File: src/rtl/johnson_pkg.sv
// Shared types and constants for the Johnson counter sequence monitor.
package johnson_pkg;

  // Default Johnson register width; the counter then has 2*WIDTH states.
  localparam int unsigned DEFAULT_WIDTH = 4;

  // Bits needed to hold a phase index 0..2*w-1.
  function automatic int unsigned phase_w(input int unsigned w);
    return (w < 1) ? 1 : $clog2(2 * w);
  endfunction

  localparam int unsigned DEFAULT_PHASE_W = phase_w(DEFAULT_WIDTH);

  // Sequence tracker state.
  typedef enum logic [0:0] {
    SEARCH = 1'b0,
    LOCKED = 1'b1
  } mon_state_e;

endpackage : johnson_pkg

File: src/rtl/johnson_decode.sv
// Combinational Johnson code decoder: maps a code to its phase index and
// flags codes that never appear in a healthy Johnson sequence.
module johnson_decode
  import johnson_pkg::*;
#(
  parameter int unsigned WIDTH = DEFAULT_WIDTH
) (
  input  logic [WIDTH-1:0]              count_in,
  output logic                          legal,
  output logic [phase_w(WIDTH)-1:0]     phase
);

  localparam int unsigned PW = phase_w(WIDTH);
  localparam logic [WIDTH-1:0] ALL_ONES = '1;

  // Match against the filling half (ones from the MSB) and the draining half
  // (zeros from the MSB followed by ones); the patterns are all distinct.
  always_comb begin
    legal = 1'b0;
    phase = '0;
    for (int unsigned k = 0; k <= WIDTH; k++) begin
      if (count_in == ~(ALL_ONES >> k)) begin
        legal = 1'b1;
        phase = PW'(k);
      end
    end
    for (int unsigned m = 1; m < WIDTH; m++) begin
      if (count_in == (ALL_ONES >> m)) begin
        legal = 1'b1;
        phase = PW'(WIDTH + m);
      end
    end
  end

endmodule : johnson_decode

File: src/rtl/johnson_seq_monitor.sv
// Johnson counter sequence monitor: decodes the upstream count, tracks
// sequencing, declares lock, emits a per-revolution wrap strobe and keeps a
// saturating error total.
// Optional build macro: JOHNSON_MON_HOLD_EN -- a repeated legal code is
// treated as a hold (upstream counter with enable) instead of an error.
module johnson_seq_monitor
  import johnson_pkg::*;
#(
  parameter int unsigned WIDTH    = DEFAULT_WIDTH,
  parameter int unsigned LOCK_CNT = 3,
  parameter int unsigned ERR_W    = 8
) (
  input  logic                      clock,
  input  logic                      rst,
  input  logic [WIDTH-1:0]          count_in,
  output logic [phase_w(WIDTH)-1:0] phase,
  output logic                      phase_valid,
  output logic                      locked,
  output logic                      wrap,
  output logic                      err,
  output logic [ERR_W-1:0]          err_count
);

  localparam int unsigned PW    = phase_w(WIDTH);
  localparam int unsigned NPH   = 2 * WIDTH;
  localparam int unsigned RUN_W = $clog2(NPH + 1);

  localparam logic [PW-1:0]    LAST_PHASE = PW'(NPH - 1);
  localparam logic [RUN_W-1:0] LOCK_RUN   = RUN_W'(LOCK_CNT);
  localparam logic [ERR_W-1:0] ERR_MAX    = '1;

  logic              dec_legal;
  logic [PW-1:0]     dec_phase;

  mon_state_e        state_q, state_d;
  logic [RUN_W-1:0]  run_q, run_d;

  // phase_q doubles as the previous legal phase and phase_valid_q as the
  // "previous code was legal" flag: both update under exactly those rules.
  logic [PW-1:0]     phase_q;
  logic              phase_valid_q;
  logic              locked_q;
  logic              wrap_q;
  logic              err_q;
  logic [ERR_W-1:0]  err_count_q;

  logic [PW-1:0]     exp_phase;
  logic              is_succ;
  logic              is_hold;
  logic              err_d;
  logic              wrap_d;

  johnson_decode #(
    .WIDTH (WIDTH)
  ) u_decode (
    .count_in (count_in),
    .legal    (dec_legal),
    .phase    (dec_phase)
  );

  // Classify the current code relative to the previous legal phase.
  always_comb begin
    exp_phase = (phase_q == LAST_PHASE) ? '0 : phase_q + PW'(1);
    is_succ   = phase_valid_q && dec_legal && (dec_phase == exp_phase);
`ifdef JOHNSON_MON_HOLD_EN
    is_hold   = phase_valid_q && dec_legal && (dec_phase == phase_q);
`else
    is_hold   = 1'b0;
`endif
  end

  // Next-state, run counter and strobe decisions.
  always_comb begin
    state_d = state_q;
    run_d   = run_q;
    err_d   = 1'b0;
    wrap_d  = 1'b0;
    case (state_q)
      SEARCH: begin
        if (!dec_legal) begin
          run_d = '0;
          err_d = 1'b1;
        end else if (is_hold) begin
          run_d = run_q;
        end else if (is_succ) begin
          run_d = run_q + RUN_W'(1);
        end else begin
          run_d = RUN_W'(1);
        end
        if (dec_legal && (run_d >= LOCK_RUN)) begin
          state_d = LOCKED;
        end
      end
      LOCKED: begin
        if (is_hold) begin
          run_d = run_q;
        end else if (is_succ) begin
          wrap_d = (phase_q == LAST_PHASE) && (dec_phase == '0);
        end else begin
          err_d   = 1'b1;
          state_d = SEARCH;
          run_d   = dec_legal ? RUN_W'(1) : '0;
        end
      end
      default: begin
        state_d = SEARCH;
        run_d   = '0;
      end
    endcase
  end

  // FSM state and run counter registers.
  always_ff @(posedge clock) begin
    if (rst) begin
      state_q <= SEARCH;
      run_q   <= '0;
    end else begin
      state_q <= state_d;
      run_q   <= run_d;
    end
  end

  // Registered outputs; phase holds its last legal value across bad codes.
  always_ff @(posedge clock) begin
    if (rst) begin
      phase_q       <= '0;
      phase_valid_q <= 1'b0;
      locked_q      <= 1'b0;
      wrap_q        <= 1'b0;
      err_q         <= 1'b0;
      err_count_q   <= '0;
    end else begin
      if (dec_legal) begin
        phase_q <= dec_phase;
      end
      phase_valid_q <= dec_legal;
      locked_q      <= (state_d == LOCKED);
      wrap_q        <= wrap_d;
      err_q         <= err_d;
      if (err_d && (err_count_q != ERR_MAX)) begin
        err_count_q <= err_count_q + ERR_W'(1);
      end
    end
  end

  assign phase       = phase_q;
  assign phase_valid = phase_valid_q;
  assign locked      = locked_q;
  assign wrap        = wrap_q;
  assign err         = err_q;
  assign err_count   = err_count_q;

endmodule : johnson_seq_monitor

File: config.mk
export PLATFORM = sky130hd
export DESIGN_NAME = johnson_seq_monitor
export DESIGN_NICKNAME = d
export VERILOG_FILES = /design/src/rtl/johnson_pkg.sv /design/src/rtl/johnson_decode.sv /design/src/rtl/johnson_seq_monitor.sv
export SDC_FILE = /design/constraint.sdc
export NUM_CORES = 1
export LEC_CHECK = 0
export ABC_AREA = 1
export CORE_ASPECT_RATIO = 1.75
export CORE_UTILIZATION = 35
export CTS_CLUSTER_DIAMETER = 150
export DETAILED_ROUTE_END_ITERATION = 8
export MAX_ROUTING_LAYER = met4
export SETUP_SLACK_MARGIN = 0.02
export SLEW_MARGIN = 0
export SYNTH_ARGS = -nofsm -noshare
export SYNTH_HDL_FRONTEND = slang
export SYNTH_SLANG_ARGS = --single-unit
File: constraint.sdc
create_clock -name clock -period 4.7 [get_ports clock]
set_input_delay 0.705 -clock clock [delete_from_list [all_inputs] [get_ports clock]]
set_output_delay 0.705 -clock clock [all_outputs]
set_load 0.01 [all_outputs]
==> results.cfg <==
[die]
die_area_um2 = 3210
row_count = 25
pin_count = 21
fp.dieH_um = 74.2
start_util_pct = 37.9
die_w_um = 43.3
core-area_um2 = 2750

[route]
routed_wl_um = 2340
vias = 1039
ant_nets = 0
drt-initial-drc-count = 16
drc = 0
avgViaCountPerCell = 5.25
wire_per_inst_um = 11.8
dr.pass1.iters = 4

[logic_synthesis]
ys_ff_latch = 19
netlist_instances = 148
avgSynthCellArea_um2 = 7.05
ys_types = 20
ys_seq_area_share_pct = 36.5
syn_nets = 158
synth-edff-count = 0
synthFlopType = dfxtp_1
syn_area_um2 = 1040
ys_warn_count = 0
async_flop_share_pct = 0

[flow_run]
cap_violations = 0

[placement]
dp_hpwl_um = 1850
io_buffers = 20
gp_congestion = 0.854
dpl_worst_slack_ns = 2.21
placed_area_um2 = 1270

[cells_and_area]
fin_util_pct = 47.9
syn2layout_area_growth_pct = 26.4
fin_area_um2 = 1320
diodes = 0
final_common_cell = nand2_1
nNetsFinal = 182
final_layout_size_suffix_gt1_share_pct = 6.43
mostFrequentLayoutCells = nand2_1 (37), clkdlybuf4s50_1 (20), dfxtp_1 (19), inv_1 (18), nand3_1 (15)

[power]
power_switching_uw = 92.4
p_leak_nw = 0.606
internal-power_uw = 254
p_sw_share_pct = 26.7
combPwrFrac_pct = 17.7
ir_drop_v = 0.000217
power_frac_seq_pct = 50.0
p_clk_share_pct = 32.3
power.density_nw_per_um2 = 262

[critical_path]
worst-path-stages = 12
worst_r2r_path_depth = 12
critical_path.top_delay_family = simple AND/OR/NAND/NOR gates
worst_setup_path_start_kind = primary input
critical_path_class = in -> reg
cp_max_fo = 8
slowest_delay_ns = 0.60
rrSetupSlack_ns = 2.89
cp.buffers_inverters = 3
crit_chain = clkdlybuf4s50_1 -> inv_2 -> nand3_1 -> nand2_2 -> nor2_1 -> nand2_2 -> nor2_8 -> inv_4 -> nand2_1 -> nor2_1 -> o21ai_1 -> nor2_1
arrival_ns = 2.39
cpMaxStageDelayCell = clkdlybuf4s50_1
end_kind = register
cp.required_ns = 4.85
crit_top_cell = nor2_1

[sta]
slew_viol_final = 0
finClkSkew_ns = 0.00662
postLayoutSetupSlackWorst_ns = 2.46
maxClockFrequency_ghz = 0.447
report.final.setup_viol = 0
fin_crit_ns = 2.24
fin_setup_tns_ns = 0
tightest_slew_ns = 0.515
hold_viol = 0
timing.final.crit_share_pct = 47.6
grt_setup_unrepaired = no
slew_headroom_pct = 65.5

[global_routing]
grt-ovfl-total = 0
antenna_found_initial = 0
track_usage_pct = 16.8
grt_pass1_vias = 994
grt_max_degree = 15
grt_first_pass_wirelength_um = 4020

[hold_path]
whs_path_depth = 2
min_path_type = reg -> reg

[status]
status = completed

[clocking]
path_clk_slew_ns = 0.07
cts_buffers = 3
cts_resized = 0
cts_tree = built
h-tree-depth = 1
cts_root_buffer = clkbuf_8
cts_buffer_depth = 2
clk_latency_ns = 0.26
cts_sinks = 19
postCtsSetupRepairBufs = 0
hold_buffers = 0
power by group through the flow:
stage                     clock network, mW  logic [mW]  registers (mW)
after floorplan                           0      0.0348           0.178
after global placement                    0      0.0615           0.176
after detailed placement                  0      0.0616           0.176
after CTS                             0.115      0.0619           0.173
after global routing                  0.121      0.0689           0.174
final                                 0.112      0.0612           0.173
worst reg2reg max path, cell delays in order, from the launching register on:
cell and delay, ns:
dfxtp_1 0.33, ha_1 0.21, ha_1 0.19, nor2_1 0.15, nand3_1 0.10, nand2_1 0.09, nand2_2 0.08, nor2_8 0.17
inv_4 0.08, nand2_1 0.09, nor2_1 0.05, o21ai_1 0.12, nor2_1 0.05
cells in the mapped netlist, types with 3 or more instances:
cell	number	share of area, %
nand2_1	37	13
dfxtp_1	19	36
inv_1	18	6.5
nand3_1	15	7.2
a21oi_1	14	6.7
nand4_1	8	4.8
nor2_1	8	2.9
ha_1	4	4.8
nand2_2	4	2.4
o21ai_1	4	1.9
xor2_1	4	3.4
o21ai_0	3	1.4
logic make-up (layout without fill, tap and decap cells):
logic type | Yosys count | in the layout | synth area share, %
compound gates | 21 | 21 | 10.1
xor+xnor | 6 | 6 | 5.04
fa+ha+maj | 4 | 4 | 4.80
buf+inv | 21 | 44 | 7.79
flops | 19 | 19 | 36.5
simple gates | 77 | 77 | 35.9
layout make-up:
class | instances | area, um^2
Inverter | 20 | 77.6
Clock buffer | 4 | 45.0
Sequential cell | 19 | 380
Timing Repair Buffer | 20 | 200
Multi-Input combinational cell | 108 | 582
Tap cell | 27 | 33.8
Fill cell | 293 | 1430
registers in the layout, indices dropped and copies added, names as in the netlist:
signal / count
err: 1
err_count: 8
locked: 1
phase: 3
phase_valid: 1
run_q: 4
wrap: 1
metal layers:
| layer | track usage, % | share of wire, % |
|---|---|---|
| met5 | - | 0 |
| met4 | 9.43 | 3.5 |
| met3 | 1.94 | 4.2 |
| met2 | 31.7 | 53 |
| met1 | 15.9 | 39 |
stage by stage:
step | hold slack, ns | cells | power [mW]
finish | 0.483 | 198 | 0.346
global route | 0.503 | 198 | 0.363
CTS | 0.484 | 198 | 0.350
detailed placement | 0.471 | 194 | 0.238
global placement | 0.463 | 194 | 0.238
floorplan | 0.451 | 148 | 0.213
worst paths after layout:
kind / end / start
max: err_count[6] / count_in[0]
min: run_q[3] / run_q[3]
max reg2reg: err_count[6] / phase[0]
min reg2reg: run_q[3] / run_q[3]
(Power assumes the default switching activity.)
